==> config.mk <==
export PLATFORM = sky130hd
export DESIGN_NAME = key_debounce_array
export DESIGN_NICKNAME = d
export VERILOG_FILES = /design/src/rtl/key_pkg.sv /design/src/rtl/key_debounce_cell.sv /design/src/rtl/key_debounce_array.sv
export SDC_FILE = /design/constraint.sdc
export NUM_CORES = 1
export LEC_CHECK = 0
export CORE_ASPECT_RATIO = 2
export CORE_MARGIN = 2
export CORE_UTILIZATION = 54
export DETAILED_ROUTE_END_ITERATION = 6
export PLACE_DENSITY = 0.73
export SLEW_MARGIN = 40
export SYNTH_ARGS = -nofsm -noshare
export SYNTH_HDL_FRONTEND = slang
export SYNTH_SLANG_ARGS = --single-unit
==> constraint.sdc <==
create_clock -name clk -period 1.7 [get_ports clk]
set_input_delay 0.17 -clock clk [delete_from_list [all_inputs] [get_ports clk]]
set_output_delay 0.17 -clock clk [all_outputs]
set_load 0.05 [all_outputs]
==> src/rtl/key_pkg.sv <==
// Shared types and 25 MHz default timing for the keypad debouncer.
package key_pkg;

  typedef enum logic [1:0] {
    IDLE       = 2'd0,
    PRESS_WAIT = 2'd1,
    HELD       = 2'd2,
    REL_WAIT   = 2'd3
  } key_st_t;

  localparam int DEF_DEBOUNCE_CYC     = 250_000;     // 10 ms
  localparam int DEF_REPEAT_DELAY_CYC = 12_500_000;  // 500 ms
  localparam int DEF_REPEAT_RATE_CYC  = 2_500_000;   // 100 ms

endpackage

==> src/rtl/key_debounce_cell.sv <==
// One key: 2-flop synchroniser, debounce FSM and, with KEY_REPEAT_EN defined,
// an auto-repeat counter. press_nxt_o exposes the press pulse before its flop.
module key_debounce_cell
  import key_pkg::*;
#(
  parameter int DEBOUNCE_CYC     = DEF_DEBOUNCE_CYC,
  parameter int REPEAT_DELAY_CYC = DEF_REPEAT_DELAY_CYC,
  parameter int REPEAT_RATE_CYC  = DEF_REPEAT_RATE_CYC
) (
  input  logic clk,
  input  logic rst_n,
  input  logic key_i,
  output logic state_o,
  output logic press_o,
  output logic release_o,
  output logic repeat_o,
  output logic press_nxt_o
);

  localparam int            CW       = $clog2(DEBOUNCE_CYC);
  localparam logic [CW-1:0] CNT_LAST = CW'(DEBOUNCE_CYC - 1);

  if (DEBOUNCE_CYC < 2 || REPEAT_DELAY_CYC < 1 || REPEAT_RATE_CYC < 1) begin : g_bad_cfg
    $error("key_debounce_cell: illegal timing parameters");
  end

  logic          sync1_q, sync2_q;
  key_st_t       st_q, st_d;
  logic [CW-1:0] cnt_q, cnt_d;
  logic          state_q, state_d;
  logic          press_q, press_d;
  logic          rel_q, rel_d;

  always_comb begin
    st_d    = st_q;
    cnt_d   = cnt_q;
    state_d = state_q;
    press_d = 1'b0;
    rel_d   = 1'b0;
    unique case (st_q)
      IDLE: if (!sync2_q) begin
        st_d  = PRESS_WAIT;
        cnt_d = '0;
      end
      PRESS_WAIT: begin
        if (sync2_q) begin
          st_d  = IDLE;
          cnt_d = '0;
        end else if (cnt_q == CNT_LAST) begin
          st_d    = HELD;
          cnt_d   = '0;
          press_d = 1'b1;
          state_d = 1'b1;
        end else begin
          cnt_d = cnt_q + 1'b1;
        end
      end
      HELD: if (sync2_q) begin
        st_d  = REL_WAIT;
        cnt_d = '0;
      end
      REL_WAIT: begin
        if (!sync2_q) begin
          st_d  = HELD;
          cnt_d = '0;
        end else if (cnt_q == CNT_LAST) begin
          st_d    = IDLE;
          cnt_d   = '0;
          rel_d   = 1'b1;
          state_d = 1'b0;
        end else begin
          cnt_d = cnt_q + 1'b1;
        end
      end
      default: begin
        st_d  = IDLE;
        cnt_d = '0;
      end
    endcase
  end

  always_ff @(posedge clk) begin
    if (!rst_n) begin
      sync1_q <= 1'b1;
      sync2_q <= 1'b1;
      st_q    <= IDLE;
      cnt_q   <= '0;
      state_q <= 1'b0;
      press_q <= 1'b0;
      rel_q   <= 1'b0;
    end else begin
      sync1_q <= key_i;
      sync2_q <= sync1_q;
      st_q    <= st_d;
      cnt_q   <= cnt_d;
      state_q <= state_d;
      press_q <= press_d;
      rel_q   <= rel_d;
    end
  end

  assign state_o     = state_q;
  assign press_o     = press_q;
  assign release_o   = rel_q;
  assign press_nxt_o = press_d;

`ifdef KEY_REPEAT_EN
  localparam int RMAX = (REPEAT_DELAY_CYC > REPEAT_RATE_CYC) ? REPEAT_DELAY_CYC : REPEAT_RATE_CYC;
  localparam int RW   = $clog2(RMAX);
  localparam logic [RW-1:0] DELAY_LAST = RW'(REPEAT_DELAY_CYC - 1);
  localparam logic [RW-1:0] RATE_LAST  = RW'(REPEAT_RATE_CYC - 1);

  logic [RW-1:0] rcnt_q, rcnt_d;
  logic          armed_q, armed_d;  // first repeat already fired
  logic          rpt_q, rpt_d;

  // Counts only cycles that stay in HELD, so it freezes across a release bounce.
  always_comb begin
    rcnt_d  = rcnt_q;
    armed_d = armed_q;
    rpt_d   = 1'b0;
    if (press_d || st_d == IDLE) begin
      rcnt_d  = '0;
      armed_d = 1'b0;
    end else if (st_q == HELD && st_d == HELD) begin
      if (rcnt_q == (armed_q ? RATE_LAST : DELAY_LAST)) begin
        rpt_d   = 1'b1;
        rcnt_d  = '0;
        armed_d = 1'b1;
      end else begin
        rcnt_d = rcnt_q + 1'b1;
      end
    end
  end

  always_ff @(posedge clk) begin
    if (!rst_n) begin
      rcnt_q  <= '0;
      armed_q <= 1'b0;
      rpt_q   <= 1'b0;
    end else begin
      rcnt_q  <= rcnt_d;
      armed_q <= armed_d;
      rpt_q   <= rpt_d;
    end
  end

  assign repeat_o = rpt_q;
`else
  assign repeat_o = 1'b0;
`endif

endmodule

==> src/rtl/key_debounce_array.sv <==
// N_KEYS independent debounce cells plus a registered lowest-index press encoder.
// Auto-repeat is built only when KEY_REPEAT_EN is defined.
module key_debounce_array
  import key_pkg::*;
#(
  parameter int N_KEYS           = 4,
  parameter int DEBOUNCE_CYC     = DEF_DEBOUNCE_CYC,
  parameter int REPEAT_DELAY_CYC = DEF_REPEAT_DELAY_CYC,
  parameter int REPEAT_RATE_CYC  = DEF_REPEAT_RATE_CYC,
  localparam int CODE_W          = (N_KEYS > 1) ? $clog2(N_KEYS) : 1
) (
  input  logic              clk,
  input  logic              rst_n,
  input  logic [N_KEYS-1:0] key_in,
  output logic [N_KEYS-1:0] key_state,
  output logic [N_KEYS-1:0] key_press,
  output logic [N_KEYS-1:0] key_release,
  output logic [N_KEYS-1:0] key_repeat,
  output logic              key_valid,
  output logic [CODE_W-1:0] key_code
);

  logic [N_KEYS-1:0] press_nxt;

  for (genvar g = 0; g < N_KEYS; g++) begin : g_key
    key_debounce_cell #(
      .DEBOUNCE_CYC    (DEBOUNCE_CYC),
      .REPEAT_DELAY_CYC(REPEAT_DELAY_CYC),
      .REPEAT_RATE_CYC (REPEAT_RATE_CYC)
    ) u_cell (
      .clk        (clk),
      .rst_n      (rst_n),
      .key_i      (key_in[g]),
      .state_o    (key_state[g]),
      .press_o    (key_press[g]),
      .release_o  (key_release[g]),
      .repeat_o   (key_repeat[g]),
      .press_nxt_o(press_nxt[g])
    );
  end

  logic              valid_q, valid_d;
  logic [CODE_W-1:0] code_q, code_d;

  // Encode the cells' next-cycle press so valid/code line up with key_press.
  always_comb begin
    valid_d = |press_nxt;
    code_d  = '0;
    for (int i = N_KEYS - 1; i >= 0; i--) begin
      if (press_nxt[i]) code_d = CODE_W'(i);
    end
  end

  always_ff @(posedge clk) begin
    if (!rst_n) begin
      valid_q <= 1'b0;
      code_q  <= '0;
    end else begin
      valid_q <= valid_d;
      code_q  <= code_d;
    end
  end

  assign key_valid = valid_q;
  assign key_code  = code_q;

endmodule

==> flow_summary.ini <==
[floorplan]
io_pins = 25
rows = 50
die_h_um = 141.4
fp.coreArea_um2 = 9259
dieArea_um2 = 10280
initial_utilization = 0.5505
die_x_um = 72.70

[worst_setup_path]
worst_r2r_endpoint = g_key[0].u_cell.state_o$_SDFFE_PN0P_
crit_fanout = 5
rrSetupSlack_ns = -0.07
required_ns = 1.93
worstRegToRegCells = 5
cp_slowest_stage_delay_ns = 0.54
path_cells = or4b_4, nor3_4, and3_4, nor2b_1, o31a_1
slowest_stage = or4b_4
cp-start-kind = register
crit_path_end_kind = register
arrival_ns = 2.00
worstSetupPathType = register to register
r2r_start = g_key[0].u_cell.cnt_q[9]$_SDFFE_PN0P_

[power]
power_uw = 4667
ir_drop_mv = 0.6202
power.density_nw_per_um2 = 685.5
power_leakage_uw = 0.002611

[placement]
numPortBuffers = 20
gp_congestion = 0.8879
hpwl_mm = 9.055

[sta]
worst_slack_ns = -0.06871
setup_violations = 14
finalSetupTns_ns = -0.5377
fin_crit_ns = 1.769
rsz0062_at_grt = yes
fin_skew_ns = 0.008266
post-route-period-util = 1.040
hold_viol_final = 0
finalMaxSlewViolations = 0
fmax_ghz = 0.5654

[min_path]
min_to = g_key[0].u_cell.cnt_q[1]$_SDFFE_PN0P_
min_path_cells = 2
min_from = rst_n
holdCritPathClass = primary input to register

[clock_network]
cts.sinks = 103
cts.clk_slew.worst_paths_ns = 0.07
cts_tree = yes
htree_num_levels = 3
root_buffer = clkbuf_16
cts_buffers = 9
cts.path.max_buffers = 2
clk-insertion-delay-late_ns = 0.35

[global_routing]
grt_pass1_vias = 4748
antenna_found_initial = 0
grtUsageTotal = 0.2540
grt_max_degree = 32
grt_pass1_wl_mm = 20.86
overflow = 0

[synth]
synth_cell_type_count = 63
postSynthCellCount = 618
synth_seq_cells = 103
yosysWarnings = 0
synth.cell_area_um2 = 5097
syn_area_per_cell_um2 = 8.248
synthArstFlopShare = 0
yosysSeqAreaShare = 0.4045
synth_ff_type = dfxtp_1
synth-edff-count = 0

[routing]
drc = 0
vias_per_cell = 5.953
wl_per_cell_um = 15.84
wirelength_mm = 13.15
drt_iter0_drc = 250
vias = 4941
final_antenna_net_count = 0
firstDrtPassIters = 4

[layout]
n_antenna_cell = 0
final_util = 0.7353
drive_gt1_frac = 0.3182
most-common-layout-cells = buf_4 (99), dfxtp_1 (76), nand2_1 (67)
fin_nets = 731
layout_commonest_cell = buf_4
areaGrowthSynthToFinish_pct = 33.55

[run_status]
outcome = finished, violations left
violations = setup timing

[job]
cap_violations = 0
==> critical path: cells and delay by family (launching register included) <==
family	cells	cell delay, ns
simple gates	4	1.09
flops	1	0.31
compound gates	1	0.23
==> kinds of logic (layout without fill, tap and decap cells) <==
| family | count (synthesis) | after routing | share of synthesized area |
|---|---|---|---|
| flops | 103 | 103 | 0.4045 |
| fa+ha+maj | 4 | 4 | 0.009819 |
| xor+xnor | 13 | 13 | 0.02381 |
| mux | 11 | 11 | 0.02209 |
| buf+inv | 57 | 162 | 0.05940 |
| compound gates | 139 | 139 | 0.1686 |
| other cells | 1 | 4 | 0.0007357 |
| simple gates | 290 | 290 | 0.3110 |
==> sequential cells by signal, summed over array words and instances (netlist names), named ones only <==
signal	cells
g_key.u_cell.cnt_q	72
g_key.u_cell.sync1_q	4
key_code	2
key_valid	1
g_key.u_cell.sync2_q	4
g_key.u_cell.state_o	4
g_key.u_cell.release_o	4
g_key.u_cell.press_o	4
g_key.u_cell.st_q	4
==> worst max path at each step <==
stage	from	endpoint	cells past startpoint
floorplan	g_key[1].u_cell.cnt_q[1]$_SDFFE_PN0P_	g_key[1].u_cell.cnt_q[8]$_SDFFE_PN0P_	7
global placement	g_key[0].u_cell.cnt_q[6]$_SDFFE_PN0P_	g_key[0].u_cell.state_o$_SDFFE_PN0P_	5
detailed placement	g_key[0].u_cell.cnt_q[6]$_SDFFE_PN0P_	g_key[0].u_cell.state_o$_SDFFE_PN0P_	5
CTS	g_key[0].u_cell.cnt_q[5]$_SDFFE_PN0P_	g_key[0].u_cell.state_o$_SDFFE_PN0P_	5
global route	g_key[0].u_cell.cnt_q[6]$_SDFFE_PN0P_	g_key[0].u_cell.cnt_q[3]$_SDFFE_PN0P_	6
finish	g_key[0].u_cell.cnt_q[9]$_SDFFE_PN0P_	g_key[0].u_cell.state_o$_SDFFE_PN0P_	5
==> area by class of cell <==
cell class / count / area, um^2
multi-input cells: 461 / 3182
repair buffers: 127 / 1030
well taps: 104 / 130.1
clock inverters: 5 / 58.81
flip-flops and latches: 103 / 2103
clock buffers: 11 / 232.7
inverters: 19 / 71.32
fillers: 702 / 2451
==> what timing repair did <==
item	4_1_cts	5_1_grt
cloned	0	2
gates resized for setup	33	95
endpoints found under the setup margin	38	59
pin swaps	13	24
hold endpoints to repair	0	0
buffers inserted	1	7
hold buffers	0	0
==> power breakdown <==
group          switching, uW  internal [uW]
Clock                    914           1140
Sequential              11.5           2420
Combinational            117           62.7
Total                   1040           3630
==> cells in the mapped netlist (9+ instances only) <==
| master | count | area [um^2] |
|---|---|---|
| inv_1 | 19 | 71.32 |
| nand2_1 | 67 | 251.5 |
| mux2i_1 | 9 | 90.09 |
| o21ai_0 | 35 | 175.2 |
| a21oi_1 | 34 | 170.2 |
| and2_1 | 12 | 75.07 |
| a21boi_0 | 9 | 67.56 |
| a31oi_1 | 25 | 156.4 |
| nand3_1 | 49 | 245.2 |
| and4_1 | 10 | 87.58 |
| clkbuf_1 | 9 | 33.78 |
| nor2_1 | 38 | 142.6 |
| nand2b_1 | 13 | 81.33 |
| and3_1 | 22 | 137.6 |
| dfxtp_1 | 103 | 2062 |
| buf_4 | 16 | 120.1 |
| nand4_1 | 15 | 93.84 |
| buf_2 | 10 | 50.05 |
| nor2b_1 | 13 | 81.33 |
| nor3_1 | 9 | 45.04 |
| or3_1 | 12 | 75.07 |
==> per-layer routing <==
layer | GRT usage | share of wire | wire length (um)
met5 | 0 | 0 | 0
met4 | 0.1452 | 0.040 | 521
met3 | 0.03906 | 0.027 | 350
met2 | 0.4646 | 0.55 | 7288
met1 | 0.2639 | 0.38 | 4985
==> through the flow <==
stage / instances / area, um^2 / hold slack [ns] / setup slack (ns)
2_1_floorplan: 621 / 5164 / 0.2715 / -0.01148
3_3_place_gp: 804 / 5982 / 0.3940 / -0.09502
3_5_place_dp: 804 / 5982 / 0.4039 / -0.1570
4_1_cts: 821 / 6439 / 0.1906 / -0.06841
5_1_grt: 830 / 6808 / 0.1984 / -0.1264
6_report: 830 / 6808 / 0.2040 / -0.06871
(Power assumes the default switching activity.)
